--- src/rtl/cordic_pkg.sv ---
// Shared constants and types for the CORDIC rotator pipeline.
// Holds the atan table, the datapath widths and the per-stage state bundle.
package cordic_pkg;

    localparam int PHASE_W     = 22;
    localparam int DATA_W      = 24;
    localparam int N_ITER      = 16;
    localparam int K14_DEFAULT = 16468;

    typedef logic signed [DATA_W-1:0]  data_t;
    typedef logic signed [PHASE_W-1:0] phase_t;

    // round(atan(2^-i) * 2^21 / pi); phase LSB is pi/2^21 rad
    localparam phase_t ATAN_TABLE [N_ITER] = '{
        22'sd524288, 22'sd309506, 22'sd163534, 22'sd83012,
        22'sd41667,  22'sd20854,  22'sd10430,  22'sd5215,
        22'sd2608,   22'sd1304,   22'sd652,    22'sd326,
        22'sd163,    22'sd81,     22'sd41,     22'sd20
    };

    typedef struct packed {
        data_t      x;
        data_t      y;
        phase_t     z;
        logic [1:0] q;
    } stage_t;

endpackage

--- src/rtl/cordic_stage.sv ---
// One registered CORDIC micro-rotation: rotates (x, y) by +/-atan(2^-Shift)
// toward driving the residual angle z to zero; the quadrant tag rides along.
module cordic_stage
    import cordic_pkg::*;
#(
    parameter int unsigned Shift = 0,
    parameter phase_t      Angle = '0
) (
    input  logic   clk,
    input  logic   aresetn,
    input  stage_t stage_in,
    output stage_t stage_out
);

    data_t  x_in;
    data_t  y_in;
    phase_t z_in;
    data_t  x_shr;
    data_t  y_shr;
    stage_t stage_d;
    stage_t stage_q;

    always_comb begin
        // Unpack into signed locals so >>> is guaranteed arithmetic
        x_in    = stage_in.x;
        y_in    = stage_in.y;
        z_in    = stage_in.z;
        x_shr   = x_in >>> Shift;
        y_shr   = y_in >>> Shift;
        stage_d = stage_in;
        if (!z_in[PHASE_W-1]) begin
            stage_d.x = x_in - y_shr;
            stage_d.y = y_in + x_shr;
            stage_d.z = z_in - Angle;
        end else begin
            stage_d.x = x_in + y_shr;
            stage_d.y = y_in - x_shr;
            stage_d.z = z_in + Angle;
        end
    end

    // aresetn is active-high here despite its name
    always_ff @(posedge clk) begin
        if (aresetn) begin
            stage_q <= '0;
        end else begin
            stage_q <= stage_d;
        end
    end

    assign stage_out = stage_q;

endmodule

--- src/rtl/cordic_iterate_unit.sv ---
// Fully pipelined 16-iteration rotation-mode CORDIC: first-quadrant phase in,
// scaled cos/sin out 17 register stages later, quadrant tag aligned alongside.
module cordic_iterate_unit
    import cordic_pkg::*;
#(
    parameter int k14 = K14_DEFAULT
) (
    input  logic                      clk,
    input  logic                      aresetn,
    input  logic signed [PHASE_W-1:0] phase_pre,
    input  logic [1:0]                quadrant_flag,
    output logic [1:0]                quadrant,
    output logic signed [DATA_W-1:0]  cos_pre,
    output logic signed [DATA_W-1:0]  sin_pre
);

    localparam data_t K14_X = data_t'(k14);

    stage_t load_d;
    stage_t load_q;
    stage_t pipe [N_ITER+1];

    always_comb begin
        load_d   = '0;
        load_d.x = K14_X;
        load_d.y = '0;
        load_d.z = phase_pre;
        load_d.q = quadrant_flag;
    end

    // Stage 0: load register; reset zeroes it like every other stage
    always_ff @(posedge clk) begin
        if (aresetn) begin
            load_q <= '0;
        end else begin
            load_q <= load_d;
        end
    end

    assign pipe[0] = load_q;

    for (genvar i = 0; i < N_ITER; i++) begin : g_stage
        cordic_stage #(
            .Shift(i),
            .Angle(ATAN_TABLE[i])
        ) u_stage (
            .clk      (clk),
            .aresetn  (aresetn),
            .stage_in (pipe[i]),
            .stage_out(pipe[i+1])
        );
    end

    assign cos_pre  = pipe[N_ITER].x;
    assign sin_pre  = pipe[N_ITER].y;
    assign quadrant = pipe[N_ITER].q;

endmodule

--- config.mk ---
export PLATFORM = sky130hd
export DESIGN_NAME = cordic_iterate_unit
export DESIGN_NICKNAME = d
export VERILOG_FILES = /design/src/rtl/cordic_pkg.sv /design/src/rtl/cordic_stage.sv /design/src/rtl/cordic_iterate_unit.sv
export SDC_FILE = /design/constraint.sdc
export NUM_CORES = 2
export LEC_CHECK = 0
export CAP_MARGIN = 5
export CORE_AREA = 2 2 404 406
export DETAILED_ROUTE_END_ITERATION = 10
export DIE_AREA = 0 0 406 408
export PLACE_DENSITY = 0.74
export REMOVE_ABC_BUFFERS = 1
export SLEW_MARGIN = 25
export SYNTH_ARGS = -nofsm -noshare
export SYNTH_HDL_FRONTEND = slang
export SYNTH_SLANG_ARGS = --single-unit
--- constraint.sdc ---
create_clock -name clk -period 9.6 [get_ports clk]
set_input_delay 1.92 -clock clk [delete_from_list [all_inputs] [get_ports clk]]
set_output_delay 1.92 -clock clk [all_outputs]
set_load 0.03 [all_outputs]
; ---- After elaboration in Yosys (flattened, before gate mapping)
; Index checks and enable logic that the tools add are counted.
[word_totals]
reg_bits = 1202
wordCells = 179
[op_classes]
add_sub_neg = 95
mux = 17
[op_table]
columns = op, n
row1 = $mux 70, 16
row2 = $mux 63, 1
row3 = $add 24x10->24, 2
row4 = $add 24x11->24, 2
row5 = $add 24x12->24, 2
row6 = $add 24x13->24, 2
row7 = $add 24x14->24, 2
row8 = $add 24x15->24, 2
row9 = $add 24x16->24, 2
row10 = $add 24x17->24, 2
row11 = $add 24x18->24, 2
row12 = $add 24x19->24, 2
row13 = $add 24x20->24, 2
row14 = $add 24x21->24, 2
row15 = $add 24x22->24, 2
row16 = $add 24x23->24, 2
row17 = $add 24x9->24, 2
row18 = $sub 24x10->24, 2
row19 = $sub 24x11->24, 2
row20 = $sub 24x12->24, 2
row21 = $sub 24x13->24, 2
row22 = $sub 24x14->24, 2
row23 = $sub 24x15->24, 2
row24 = $sub 24x16->24, 2
row25 = other kinds (42), 51

; ---- Logic depth before layout (Yosys ltp)
[logic_depth]
ltp_word = 2
depth_mapped = 18

; ---- Hierarchy
; Synthesis repeated with hierarchy kept, for this count alone.
[hier_totals]
cells_unflattened = 11829
hier_area_um2 = 95959.5
[modules_own_cells]
columns = module, n_inst, cells_per_inst, area_each_um2
row1 = cordic_stage (g_stage[2].u_stage), 1, 768, 6261.0
row2 = cordic_stage (g_stage[1].u_stage), 1, 775, 6207.2
row3 = cordic_stage (g_stage[9].u_stage), 1, 775, 6169.7
row4 = cordic_stage (g_stage[5].u_stage), 1, 774, 6144.6
row5 = cordic_stage (g_stage[7].u_stage), 1, 770, 6128.4
row6 = cordic_stage (g_stage[4].u_stage), 1, 752, 6123.4
row7 = cordic_stage (g_stage[0].u_stage), 1, 780, 6093.3
row8 = cordic_stage (g_stage[3].u_stage), 1, 743, 5988.2
row9 = cordic_stage (g_stage[6].u_stage), 1, 740, 5972.0
row10 = cordic_stage (g_stage[12].u_stage), 1, 710, 5888.1
row11 = cordic_stage (g_stage[11].u_stage), 1, 715, 5873.1
row12 = cordic_stage (g_stage[8].u_stage), 1, 717, 5783.0
row13 = cordic_stage (g_stage[13].u_stage), 1, 704, 5781.8
row14 = cordic_stage (g_stage[14].u_stage), 1, 705, 5706.7
row15 = 3 more rows, -, -, -

; ---- Worst setup path after synthesis
; OpenSTA, ideal clock, no wires.
[synth_path]
path_kind = reg2reg
from = register g_stage[9].u_stage.stage_q, in the netlist g_stage[9].u_stage.stage_out[34]
to = register g_stage[10].u_stage.stage_q, in the netlist g_stage[10].u_stage.stage_out[70]
setup_time_ps = 121
arrival_ps = 3688
t_required_ps = 9479
slack_ps = 5791
stages_incl_launch_ff = 19
cell_sequence = dfxtp_1 -> inv_1 -> ha_1 -> nand2b_1 -> or4_1 -> or2_2 -> nor2_1 -> nor2_1 -> xor2_1 -> ha_1 -> a21o_1 -> a21oi_1 -> o21bai_1 -> a32oi_1 -> a31oi_1 -> a221oi_1 -> o21ai_0 -> o31ai_1 -> mux2_2
[synth_between]
elab_chain_len = 2
word_cells_on_any_way = 3
cone_classes = add/sub (2) / mux (1)
[synth_lines]
columns = element, line_no
row1 = "start, declared", cordic_stage.sv:21  ; stage_t stage_q;
row2 = "start signal, assigned", cordic_stage.sv:47  ; stage_q <= stage_d;
row3 = $sub 24x14->24 / $add 24x14->24 (equally long branches), "cordic_stage.sv:32, cordic_stage.sv:36"
row4 = $mux 70 (*), cordic_stage.sv:31  ; if (!z_in[PHASE_W-1]) begin
row5 = "end signal, assigned", cordic_stage.sv:47
row6 = "end, declared", cordic_stage.sv:21
; Every way passes the cells marked *; elsewhere a longest branch is shown, timed or not.
; A chain may end at the register's enable or synchronous reset.

; ---- Worst setup path after layout
[layout_path]
from = register g_stage[11].u_stage.stage_q, in the netlist g_stage[11].u_stage.stage_out[64]
to = register g_stage[12].u_stage.stage_q, in the netlist g_stage[12].u_stage.stage_out[45]
[layout_between]
elab_chain_len = 2
word_cells_on_any_way = 3
cone_classes = add/sub (2) / mux (1)
[layout_lines]
columns = element, line_no
row1 = "start, declared", cordic_stage.sv:21
row2 = "start signal, assigned", cordic_stage.sv:47
row3 = $add 24x12->24 / $sub 24x12->24 (equally long branches), "cordic_stage.sv:33, cordic_stage.sv:37"
row4 = $mux 70 (*), cordic_stage.sv:31
row5 = "end signal, assigned", cordic_stage.sv:47
row6 = "end, declared", cordic_stage.sv:21
; Marked as above.

==> results.txt <==
Status - complete, no violations
Total grt overflow - 0
Max-slew headroom - 29.6%
Final Hold Viols - 0
CP max stage cell - a2111oi_0
Tcrit/Tclk final - 49.4%
Cell row count - 148
Clock sink count - 1084
Reg clk slew, reported paths - 0.06 ns
Overall routing resource usage - 23.8%
Die Y - 408 um
Worst Hold Class - reg -> reg
Gate Count Post-Synth - 9778
Final GP Congestion - 0.967
Worst Path Arrival - 5.34 ns
CTS Root Cell - clkbuf_16
Syn. warnings - 0
Filler cells - 14.9k
Worst setup EP type - flip-flop
CP max FO - 6
Initial antenna violation count - 1
Syn_area_per_cell - 8.20 um2
RSZ-0062 raised after global routing - no
Final hold slack - 0.427 ns
Die Wd - 406 um
Final net count - 10.9k
Setup TNS - 0 ns
Cts hold-fix bufs - 0
FF+latch count, synth - 1084
Avg WL per Cell - 16.9 um
Main synth FF type - dfxtp_1
Area of the multi-input gates - 0.0562 mm2
First-pass GRT wire length - 333 mm
Mapped Area - 0.0802 mm2
CP delay by family, top - compound AO/OA/AOI/OAI gates
Clock Skew - 0.0617 ns
Initial Util - 49.6%
Resized Gates After CTS - 0
Worst-margin pin slew - 1.05 ns
Final Setup Violations - 0
Area occupied by registers - 0.0217 mm2
Largest net degree at the start of global routing - 206
First-pass DRT Iterations - 6
Fin crit period - 4.74 ns
CORE AREA - 0.162 mm2
Dpl cells - 11.8k
Achievable Freq - 211 MHz
Detailed Route Iter0 Violations - 5361
I/O pin cnt - 76
Slowest cell delay on critical path - 0.77 ns
Antenna Cells - 0
CTS tree - done
Final Slew Violations - 0
Vias - 69.1k
Most frequent cells in the layout - nor2_1, dfxtp_1, ha_1, a21oi_1, xnor2_1
Non-filler instance count after layout - 12.0k
Crit path buf inv count - 0
H-tree levels - 3
Input/output buffers - 75
Cts bufs inserted - 121
Fin util - 54.0%
Share of cells above drive strength 1 - 3.72%
R2R setup slack - 4.86 ns
Clk Latency, worst-skew pair - 0.79 ns
Final WL - 203 mm
Layout area overhead - 8.81%
Async SR Flop Fraction - 0%
Hpwl dp - 159 mm
Post-DRT Antenna Nets - 0
Drt drc - 0
Vias per cell - 5.75
Netlist cell types - 87
Clock Path Buffers - 3
Via count of the first global-routing pass - 66.3k
Crit-path cells - nor3_1, and3_1, a21oi_1, xnor2_1, ha_1, and2_1, nand4_1, a2111oi_0, o21ai_0, a211o_1, o31ai_1, a31oi_1, xor2_1, nor2_1
Seq/Total Area, Yosys - 27.1%
EDFF count, synth - 0
Post-CTS setup buffer count - 0
Critical path type - reg -> reg
Commonest non-fill, non-tap cell in the layout - nor2_1
Die footprint - 0.166 mm2
Max-cap violation count - 0
Setup crit start kind - flip-flop
Worst Path Required - 10.20 ns
==> final timing paths <==
check | from | to | cells past startpoint
hold reg to reg | g_stage[1].u_stage.stage_out[1]$_SDFF_PP0_ | g_stage[2].u_stage.stage_out[1]$_SDFF_PP0_ | 1
setup reg to reg | g_stage[11].u_stage.stage_out[64]$_SDFF_PP0_ | g_stage[12].u_stage.stage_out[45]$_SDFF_PP0_ | 14
hold / removal | g_stage[1].u_stage.stage_out[1]$_SDFF_PP0_ | g_stage[2].u_stage.stage_out[1]$_SDFF_PP0_ | 1
setup / recovery | g_stage[11].u_stage.stage_out[64]$_SDFF_PP0_ | g_stage[12].u_stage.stage_out[45]$_SDFF_PP0_ | 14
==> area by class of cell <==
type | count | area share (%)
sequential | 1084 | 24.9
timing repair buffer | 109 | 1.20
inverter | 347 | 1.49
multi-input combinational | 8077 | 64.4
clock inverter | 56 | 0.938
tap | 2175 | 3.12
clock buffer | 167 | 3.98
==> state kept, by name, indices dropped and copies added (netlist names) <==
signal,flops
load_q,25
g_stage.u_stage.stage_out,1059
==> synth_stat cells, types with 29 or more instances <==
master | n | area (um2)
ha_1 | 1058 | 13200
inv_1 | 347 | 1300
xor2_1 | 495 | 4340
o21a_1 | 111 | 833
mux2i_1 | 36 | 360
or2_2 | 36 | 225
o31ai_1 | 50 | 375
nor3b_1 | 29 | 218
nor2_1 | 1391 | 5220
nand2b_1 | 119 | 744
nor4_1 | 61 | 382
nand3_1 | 127 | 636
o211ai_1 | 60 | 450
a211oi_1 | 107 | 803
and3_1 | 85 | 532
nand4_1 | 77 | 482
nand2_1 | 444 | 1670
o21bai_1 | 87 | 653
dfxtp_1 | 1084 | 21700
o21ai_0 | 423 | 2120
a2111oi_0 | 31 | 272
mux2_2 | 44 | 495
fa_1 | 42 | 841
clkbuf_1 | 245 | 920
a31oi_1 | 140 | 876
xnor2_1 | 608 | 5330
and2_1 | 64 | 400
nor2b_1 | 252 | 1580
a21oi_1 | 947 | 4740
or3_1 | 52 | 325
a21o_1 | 424 | 3180
nor3_1 | 293 | 1470
==> cells by family (layout without fill, tap and decap cells) <==
kind of cell    after synthesis  count (layout)  share of synthesized area (%)
simple gates               3111            3111                           18.2
flops                      1084            1084                           27.1
buf+inv                     617             679                           2.89
compound gates             2683            2683                           21.2
xor+xnor                   1103            1103                           12.0
mux                          80              80                           1.07
fa+ha+maj                  1100            1100                           17.6
==> per-stage QoR <==
stage,cell area (um2),setup WS [ns]
global placement,82900,4.85
global route,87200,4.55
finish,87200,4.86
CTS,87200,5.07
detailed placement,82900,5.12
floorplan,79200,5.50
==> worst reg2reg max path, cell delays in order (launching register included) <==
cell and delay [ns]:
dfxtp_1 0.37, nor3_1 0.55, and3_1 0.32, a21oi_1 0.10, xnor2_1 0.16, ha_1 0.36
and2_1 0.21, nand4_1 0.15, a2111oi_0 0.77, o21ai_0 0.25, a211o_1 0.34, o31ai_1 0.47
a31oi_1 0.17, xor2_1 0.31, nor2_1 0.07
==> metal layers <==
layer	vias to the layer above	track usage [%]	wire length (um)
met1	32380	31.0	92400
met5	-	0	0
met3	339	2.80	10200
li1	34666	-	-
met4	0	7.29	5600
met2	1740	40.9	95200
Power is left out: the tool's default activity adds up to more than one toggle a clock period on the data nets, which glitch-free logic cannot reach.
